## src/rtl/crypt_host_loader.sv

```systemverilog
// Host-side sequencer around the encryption core: takes a command and an
// operand byte stream from the host, writes the operands into data memory,
// runs the core (start is a held-reset input), then streams the result
// region back to the host in ascending address order.
module crypt_host_loader #(
  parameter int START_CYC  = 2,
  parameter int TIMEOUT    = 16384,
  parameter int MSG_LEN    = 41,
  parameter int CRYPT_BASE = 64,
  parameter int CRYPT_LEN  = 64
) (
  input  logic       CLK,
  input  logic       reset_n,
  input  logic       cmd_valid,
  output logic       cmd_ready,
  input  logic       cmd_mode,
  input  logic       in_valid,
  output logic       in_ready,
  input  logic [7:0] in_data,
  output logic       mem_we,
  output logic [7:0] mem_addr,
  output logic [7:0] mem_wdata,
  input  logic [7:0] mem_rdata,
  output logic       core_start,
  input  logic       core_done,
  output logic       out_valid,
  input  logic       out_ready,
  output logic [7:0] out_data,
  output logic       out_last,
  output logic       busy,
  output logic       timeout_err
);

  localparam int TW = $clog2(TIMEOUT + 1);
  localparam int SW = (START_CYC > 1) ? $clog2(START_CYC + 1) : 1;

  // Encrypt loads message + pre_length + taps + LFSR init at 0.., reads the
  // crypt region back; decrypt is the mirror image.
  localparam logic [6:0]    ENC_WLEN  = 7'(MSG_LEN + 3);
  localparam logic [6:0]    DEC_WLEN  = 7'(CRYPT_LEN);
  localparam logic [6:0]    ENC_RLEN  = 7'(CRYPT_LEN);
  localparam logic [6:0]    DEC_RLEN  = 7'(MSG_LEN);
  localparam logic [7:0]    CBASE     = 8'(CRYPT_BASE);
  localparam logic [TW-1:0] TLAST     = TW'(TIMEOUT - 1);
  localparam logic [SW-1:0] SLAST     = SW'(START_CYC - 1);

  typedef enum logic [2:0] {
    IDLE, LOAD, START, RUN, RD_REQ, RD_WAIT, SEND
  } state_t;

  state_t        state, state_nx;
  logic          mode;            // 0 = encrypt, 1 = decrypt
  logic [6:0]    cnt;             // operand bytes written
  logic [6:0]    rcnt;            // result bytes delivered
  logic [SW-1:0] scnt;            // cycles spent in START
  logic [TW-1:0] tcnt;            // cycles spent in RUN

  logic [6:0]    wlen, rlen;
  logic [7:0]    wbase, rbase;
  logic          timeout_hit;

  assign wlen  = mode ? DEC_WLEN : ENC_WLEN;
  assign wbase = mode ? CBASE    : 8'd0;
  assign rlen  = mode ? DEC_RLEN : ENC_RLEN;
  assign rbase = mode ? 8'd0     : CBASE;

  // done wins over an expiring timer in the same cycle
  assign timeout_hit = (state == RUN) && !core_done && (tcnt == TLAST);

  // state register
  always_ff @(posedge CLK or negedge reset_n) begin
    if (!reset_n) state <= IDLE;
    else          state <= state_nx;
  end

  // next state and all combinational handshake / memory / core outputs
  always_comb begin
    state_nx   = state;
    cmd_ready  = 1'b0;
    in_ready   = 1'b0;
    mem_we     = 1'b0;
    mem_addr   = 8'd0;
    mem_wdata  = 8'd0;
    core_start = 1'b1;            // core stays in reset unless running or draining
    busy       = 1'b1;
    case (state)
      IDLE: begin
        cmd_ready = 1'b1;
        busy      = 1'b0;
        if (cmd_valid) state_nx = LOAD;
      end
      LOAD: begin
        in_ready = 1'b1;
        mem_addr = wbase + {1'b0, cnt};
        if (in_valid) begin
          mem_we    = 1'b1;
          mem_wdata = in_data;
          if (cnt == wlen - 7'd1) state_nx = START;
        end
      end
      START: begin
        if (scnt == SLAST) state_nx = RUN;
      end
      RUN: begin
        core_start = 1'b0;
        if (core_done)        state_nx = RD_REQ;
        else if (timeout_hit) state_nx = IDLE;
      end
      RD_REQ: begin
        core_start = 1'b0;
        mem_addr   = rbase + {1'b0, rcnt};
        state_nx   = RD_WAIT;
      end
      RD_WAIT: begin
        core_start = 1'b0;
        mem_addr   = rbase + {1'b0, rcnt};
        state_nx   = SEND;
      end
      SEND: begin
        core_start = 1'b0;
        if (out_ready) state_nx = out_last ? IDLE : RD_REQ;
      end
      default: state_nx = IDLE;
    endcase
  end

  // counters, latched mode, sticky error and the registered output byte
  always_ff @(posedge CLK or negedge reset_n) begin
    if (!reset_n) begin
      mode        <= 1'b0;
      cnt         <= 7'd0;
      rcnt        <= 7'd0;
      scnt        <= '0;
      tcnt        <= '0;
      timeout_err <= 1'b0;
      out_valid   <= 1'b0;
      out_data    <= 8'd0;
      out_last    <= 1'b0;
    end else begin
      case (state)
        IDLE: begin
          if (cmd_valid) begin
            mode        <= cmd_mode;
            timeout_err <= 1'b0;
            cnt         <= 7'd0;
          end
        end
        LOAD: begin
          scnt <= '0;
          if (in_valid) cnt <= cnt + 7'd1;
        end
        START: begin
          scnt <= scnt + SW'(1);
          tcnt <= '0;
        end
        RUN: begin
          tcnt <= tcnt + TW'(1);
          rcnt <= 7'd0;
          if (timeout_hit) timeout_err <= 1'b1;
        end
        RD_WAIT: begin
          out_data  <= mem_rdata;
          out_valid <= 1'b1;
          out_last  <= (rcnt == rlen - 7'd1);
        end
        SEND: begin
          if (out_ready) begin
            out_valid <= 1'b0;
            out_last  <= 1'b0;
            rcnt      <= rcnt + 7'd1;
          end
        end
        default: ;
      endcase
    end
  end

endmodule

```

## config.mk

```make
export PLATFORM = sky130hd
export DESIGN_NAME = crypt_host_loader
export DESIGN_NICKNAME = d
export VERILOG_FILES = /design/src/rtl/crypt_host_loader.sv
export SDC_FILE = /design/constraint.sdc
export NUM_CORES = 1
export LEC_CHECK = 0
export CAP_MARGIN = 10
export CORE_AREA = 2 2 81 83
export CTS_CLUSTER_SIZE = 14
export DETAILED_ROUTE_END_ITERATION = 8
export DIE_AREA = 0 0 83 85
export DONT_BUFFER_PORTS = 1
export GPL_TIMING_DRIVEN = 0
export PLACE_DENSITY_LB_ADDON = 0.1
export SLEW_MARGIN = 20
export SYNTH_ARGS = -nofsm -noshare
export SYNTH_HDL_FRONTEND = slang
export SYNTH_SLANG_ARGS = --single-unit
```

## constraint.sdc

```tcl
create_clock -name CLK -period 1.65 [get_ports CLK]
set_input_delay 0.165 -clock CLK [delete_from_list [all_inputs] [get_ports CLK]]
set_output_delay 0.165 -clock CLK [all_outputs]
set_load 0.03 [all_outputs]
```

==> parameters.txt, run 1 <==
Parameter                              Value

Flow run
  Total of max-cap violations ... 0

STA
  Setup WS post-layout ... -0.134 ns
  Final number of setup-violating endpoints ... 21
  Relative max-transition margin ... approximately 55%
  Number of hold violations in the final report ... 0
  Crit share post-route ... 108%
  Slew at the pin closest to its max-slew limit ... ~0.66 ns
  Upper clock frequency limit ... approximately 0.56 GHz
  RSZ-0062 raised after global routing ... true
  Sum of negative setup slack ... -1.91 ns
  Setup skew after layout ... around 0.0061 ns
  Count of final max-slew check failures ... 0
  Min Clock Period, post-route ... between 1.5 and 2 ns

Synth
  Cell area after synthesis ... ~2700 um2
  Simple-gate share of the synthesized area ... between 20% and 30%
  FF+latch count, synth ... 46
  Dominant combinational cell family by area after synthesis ... simple AND/OR/NAND/NOR gates
  Compound-Gate Fraction of Synth Area ... about 16%
  Count of unique library cells instantiated by Yosys ... 48
  Post-synthesis area per instance ... just over 9 um2
  Async S/R FF share, synth ... 100%
  Prevailing post-synth register cell ... dfrtp_1
  Part of the Yosys area used for sequential elements ... a little over two fifths
  Synth top area share ... between 40 and 50%
  Number of enable-type register cells in the synthesized netlist ... 0
  Synth area leader ... dfrtp_1
  Cell types with the highest counts after synthesis ... dfrtp_1, nand2_1, nor2_1, o21ai_0
  Synthesized net count ... about 320
  Gate count of the mapped netlist ... 295
  Most frequently used cell type in the post-synthesis netlist ... dfrtp_1
  Multiplexer share of the synthesized area ... 6.45%
  Biggest area contributors in the synthesized netlist ... dfrtp_1, nand2_1, o21ai_0
  XOR/XNOR Fraction of Synth Area ... about 3%
  Yosys warns ... 0
  Adder and majority gate portion of the synthesized area ... roughly 2.8%

Floorplan
  Core Footprint ... about 6200 um2
  Die ar. ... about 7100 um2
  Floorplan die height ... about 85 um
  Horiz. Die Dim ... about 83 um
  Number of top-level design ports ... 55
  Row cnt ... 29
  Initial core utilization ... between 40% and 50%

CTS
  Clock transition at path regs ... about 0.09 ns
  Number of buffers created by CTS ... 5
  CTS Root Buffer Type ... clkbuf_8
  Clock Latency Late Sink ... approximately 0.3 ns
  TritonCTS sink count ... 46
  Clock tree from TritonCTS ... built
  Number of H-tree levels ... 2
  Max Root-Sink Buffers ... 2

Detailed routing
  Total length of routed wires ... between 7000 and 8000 um
  Residual antenna-violating net count after detailed routing ... 0
  Number of vias per cell ... just under 6
  Number of vias in the routed layout ... ~2400
  DRT Pass-1 Iters ... 4
  Wire length per cell ... 17.4 um
  DRC violation count after routing ... 0
  Iteration-0 DRC count of the detailed router ... between 100 and 150

Critical path
  Critical path cell sequence ... buf_6 > clkinvlp_4 > nor2_4 > buf_6 > a22oi_2 > nor2_4
  Kind of critical path ... reg -> out
  Slowest-stage cell, CP ... dfrtp_2
  Arrival time at the worst endpoint ... 1.62 ns
  Worst path buffer plus inverter count ... 3
  Worst-path maximum fanout ... 5
  Maximum cell stage delay along the critical path ... between 0.4 and 0.5 ns
  Kind of cell adding the most delay to the critical path ... flip-flops
  Type of element capturing the critical path ... output pin
  Setup crit start kind ... flop
  Data required time of the critical path ... approximately 1.5 ns
  Critical Path Stages ... 6
  Number of cells on the worst reg-to-reg path ... 5

GRT
  Via count of the first global-routing pass ... between 2000 and 2500
  Antenna violations before repair ... 0
  Global-route wire length before repair ... 11600 um
  Total overflow reported by the global router ... 0
  Pin count of the biggest net entering global routing ... 47
  GR Util All Layers ... 20.3%

Cells and area
  Nets ... ~360
  Fillers ... between 500 and 600
  Total area of multi-input combinational cells ... 1600 um2
  Core Util, Final ... 54.8%
  Register area ... between 1000 and 1500 um2
  P&R area growth vs syn ... 27.1%
  Share of post-route cells with drive strength above 1 ... ~29%
  ANT cells ... 0
  Final Non-Filler Cells ... between 400 and 500

Pwr
  Overall power consumption ... ~5500 uW
  Static leakage ... ~0.0014 uW
  Max IR drop VDD ... between 800 and 900 uV
  Power Density ... about 1600 nW/um2

Run status
  Run status ... complete, but fails checks
  Violated checks ... negative setup slack

Min path
  Path category of the worst min-delay check ... in -> reg
  Depth of the worst hold-timing path ... 1

Place
  Number of input and output port buffers inserted ... 0
  Post-detailed-placement half-perimeter wirelength ... between 4000 and 5000 um
  Placed cell count ... roughly 370
  Final weighted congestion in routability-driven placement ... ~0.77
report_power, final:
group / leakage [uW] / internal (uW) / total, uW / switching, uW
Clock: 0.0000504 / 451 / 865 / 414
Sequential: 0.000601 / 1410 / 1990 / 572
Combinational: 0.000790 / 1120 / 2690 / 1570
routing by layer:
metal  up-vias  track usage [%]  share of wire, %
met3         6             4.96               6.4
met1      1151             28.4                47
met2        92             32.7                46
met5         -                0                 0
li1       1131                -                 -
met4         0             3.28              0.65
worst paths after layout:
check                        startpoint     endpoint  slack (ns)
max reg2reg                    state[0]     state[0]       -0.10
min reg2reg                    tcnt[13]     tcnt[13]        0.50
min in group asynchronous       reset_n      scnt[0]        0.36
max in group asynchronous       reset_n     state[1]        1.05
max                            state[0]  mem_addr[6]       -0.13
min                        mem_rdata[3]  out_data[3]        0.01
registers in the layout, summed over array words and instances, names as in the netlist:
| signal | cells |
|---|---|
| out_valid | 1 |
| mode | 1 |
| out_data | 8 |
| cnt | 7 |
| scnt | 2 |
| tcnt | 15 |
| rcnt | 7 |
| timeout_err | 1 |
| state | 3 |
| out_last | 1 |
metrics by stage:
step	hold WS, ns	setup WS [ns]	area, um2
final	0.0117	-0.134	3400
after floorplan	-0.131	-0.0449	2720
after global placement	-0.129	-0.238	2810
after detailed placement	-0.129	-0.257	2810
after global routing	0.0136	-0.214	3400
after CTS	0.0000784	-0.116	3330
placed cells by master (no fill, tap or decap), types with 2 or more instances in the layout:
cell type / synthesis / final
nor3_1: 11 / 10
ha_1: 6 / 6
nand3b_1: 2 / 2
dfrtp_1: 46 / 43
buf_4: 3 / 19
nand2_2: 0 / 2
xnor2_1: 4 / 3
mux2_2: 10 / 10
and2_4: 0 / 8
a21oi_1: 12 / 12
a22oi_2: 0 / 7
or3_1: 2 / 2
o31ai_1: 2 / 2
nand2b_1: 2 / 2
nand2_1: 34 / 32
o31a_1: 2 / 2
clkinvlp_4: 0 / 3
nand4_1: 8 / 8
nand3_1: 12 / 12
dlygate4sd3_1: 0 / 8
and2_1: 10 / 2
and4_2: 2 / 2
dfrtp_2: 0 / 3
xor2_1: 5 / 5
inv_1: 8 / 5
mux2i_1: 6 / 6
nor4_1: 2 / 2
a221o_1: 2 / 2
clkbuf_4: 0 / 3
buf_6: 1 / 5
clkbuf_8: 1 / 7
a31oi_1: 2 / 2
nor2_4: 0 / 10
and3_1: 4 / 4
nor2_1: 32 / 21
a22o_1: 4 / 4
o21ai_0: 24 / 23
what timing repair did:
| action | in CTS | in global routing |
|---|---|---|
| resized for setup | 56 | 12 |
| gates cloned | 1 | 1 |
| pin swaps | 22 | 16 |
| buffers inserted | 13 | 3 |
| endpoints found under the setup margin | 46 | 34 |
| endpoints found under the hold margin | 52 | 1 |
| hold buffers | 8 | 1 |
cells by family after synthesis:
kind of cell | Yosys count
multiplexers | 16
flip-flops | 46
AND/OR/NAND/NOR | 128
AO/OA/AOI/OAI | 66
adder cells (fa/ha/maj) | 6
buffers and inverters | 24
XOR/XNOR | 9
layout make-up:
cell class	count	area share, %
inverters	8	1.07
plain buffers	16	4.60
well taps	77	2.83
clock buffers	5	2.02
clock inverters	3	1.32
multi-input cells	226	46.9
repair buffers	26	7.32
flip-flops and latches	46	33.9
(Power assumes the default switching activity.)
==> run 2, diff against run 1 <==
- SLEW_MARGIN: 20 -> 10
- TNS_END_PERCENT: unset -> 20
==> run 2 against run 1 <==
Net effect:
- global-route usage is 0.21 points higher
- worst hold slack hardly changed
- the run still ends with negative setup slack left
- power is 1.7% lower
- clock-buffer cell count stayed put
- via count is 1.8% lower
- final cell count is 2.7% lower
- largest power group unchanged
- clock power is 3.5% lower
- first-iteration DRC count is 13% lower
==> parameters.txt, run 2 (synthesis results as in run 1) <==
Parameter                              Value

GRT
  Global-route wire length before repair ... 11700 um
  Total overflow reported by the global router ... 0
  GR Util All Layers ... about a fifth
  Via count of the first global-routing pass ... 2347
  Antenna violations before repair ... 0
  Pin count of the biggest net entering global routing ... 47

Floorplan
  Floorplan die height ... approximately 85 um
  Number of top-level design ports ... 55
  Horiz. Die Dim ... 83 um
  Initial core utilization ... 43.2%
  Die ar. ... 7060 um2
  Core Footprint ... 6200 um2
  Row cnt ... 29

Pwr
  Overall power consumption ... approximately 5400 uW
  Power Density ... around 1600 nW/um2
  Max IR drop VDD ... between 800 and 900 uV
  Static leakage ... about 0.0014 uW

CTS
  Number of H-tree levels ... 2
  Clock tree from TritonCTS ... built
  TritonCTS sink count ... between 40 and 50
  Clock transition at path regs ... 0.09 ns
  Number of buffers created by CTS ... 5
  Max Root-Sink Buffers ... 2
  CTS Root Buffer Type ... clkbuf_8
  Clock Latency Late Sink ... around 0.30 ns

Detailed routing
  Iteration-0 DRC count of the detailed router ... between 100 and 150
  Number of vias in the routed layout ... around 2300
  Wire length per cell ... between 15 and 20 um
  Number of vias per cell ... between 5 and 6
  Wire length on met2 ... about 3400 um
  Met1 routed wirelength after detailed routing ... between 3000 and 4000 um
  Residual antenna-violating net count after detailed routing ... 0
  DRC violation count after routing ... 0
  Sum of met3 wire segment lengths after detailed routing ... a little over 300 um
  Uppermost layer routed ... met4
  DRT Pass-1 Iters ... 4
  Total length of routed wires ... roughly 7000 um

Critical path
  Setup crit start kind ... flop
  Kind of critical path ... reg -> out
  Type of element capturing the critical path ... output pin
  Worst-path maximum fanout ... 6
  Data required time of the critical path ... between 1 and 1.5 ns
  Critical Path Source ... state[2]
  Arrival time at the worst endpoint ... roughly 1.7 ns
  Start of the worst register-to-register path ... state[1]

Place
  Total placed instance area ... about 2800 um2
  Post-detailed-placement half-perimeter wirelength ... ~4600 um
  Final weighted congestion in routability-driven placement ... roughly 0.83
  Number of input and output port buffers inserted ... 0
  Placed cell count ... ~370
  Post-placement worst setup slack ... -0.403 ns

Cells and area
  Register with the most flip-flops ... tcnt
  Most frequent cells in the layout ... dfrtp_1, nand2_1, o21ai_0
  Register area ... roughly 1200 um2
  P&R area growth vs syn ... 25.3%
  Final non-filler cell area ... 3360 um2
  Largest registers ranked by flip-flop count ... tcnt: 15 flops, out_data: 8 flops
  Fillers ... 571
  Most common cell after layout, fill and taps aside ... dfrtp_1
  ANT cells ... 0
  Number of flip-flops under the largest register name ... 15
  Final Non-Filler Cells ... between 300 and 400
  Total area of multi-input combinational cells ... around 1600 um2
  Nets ... ~350
  Share of post-route cells with drive strength above 1 ... about 31%

STA
  Sum of negative setup slack ... -1.96 ns
  Min Clock Period, post-route ... between 1.5 and 2 ns
  RSZ-0062 raised after global routing ... true
  Relative max-transition margin ... 71.6%
  Upper clock frequency limit ... around 0.55 GHz
  Slew at the pin closest to its max-slew limit ... ~0.42 ns
  Count of final max-slew check failures ... 0
  Setup WS post-layout ... -0.178 ns
  Number of hold violations in the final report ... 0
  Crit share post-route ... 111%
  Setup skew after layout ... around 0.0087 ns
  Final number of setup-violating endpoints ... 19

Min path
  Path category of the worst min-delay check ... in -> reg
  Startpoint of the lowest-slack hold path ... mem_rdata[1]

Flow run
  Total of max-cap violations ... 0

Run status
  Violated checks ... negative setup slack
  Run status ... complete, but fails checks
-- run 2: per-stage QoR --
step	util, %	hold WS, ns
after floorplan	-	-0.131
after global placement	44.9	-0.129
after detailed placement	44.9	-0.130
after CTS	53.4	0.00278
after global routing	54.1	0.000834
final	54.1	0.0112
-- run 2: worst max-delay path: stages (launching register included) --
cell       delay, ns
dfrtp_2         0.46
nor4bb_4        0.35
clkbuf_8        0.21
clkbuf_16       0.15
and2_4          0.19
-- run 2: metal layers --
metal  GRT usage [%]  up-vias
met2            33.9       74
met4            6.56        0
met1            27.7     1145
met3            3.21        8
met5               0        -
li1                -     1109
-- run 2: final timing paths --
kind                                end  slack [ns]  cells after the start
setup / recovery           mem_wdata[6]       -0.18                      4
hold / removal              out_data[1]        0.01                      1
setup reg to reg                 cnt[0]       -0.07                      7
hold reg to reg                tcnt[13]        0.51                      1
max in group asynchronous        cnt[5]        1.07                      2
min in group asynchronous       tcnt[5]        0.36                      2
-- run 2: area by class of cell --
cell class	instances	share of cell area [%]
Sequential cell	46	34.5
Buffer	16	5.03
Tap cell	77	2.87
Clock buffer	5	2.05
Timing Repair Buffer	16	4.96
Clock inverter	3	1.19
Multi-Input combinational cell	225	48.3
Inverter	8	1.08
-- run 2: where the power goes --
| part | internal, uW | switching [uW] |
|---|---|---|
| Combinational | 1070 | 1550 |
| Clock | 446 | 389 |
| Sequential | 1410 | 571 |
-- run 2: timing repair --
action                                 in CTS  in global routing
pin swaps                                  17                  5
buffers inserted                           11                  1
resized for setup                          80                 14
hold buffers                                3                  0
cloned                                      1                  0
endpoints found under the hold margin      47                  0
setup endpoints to repair                  53                 40
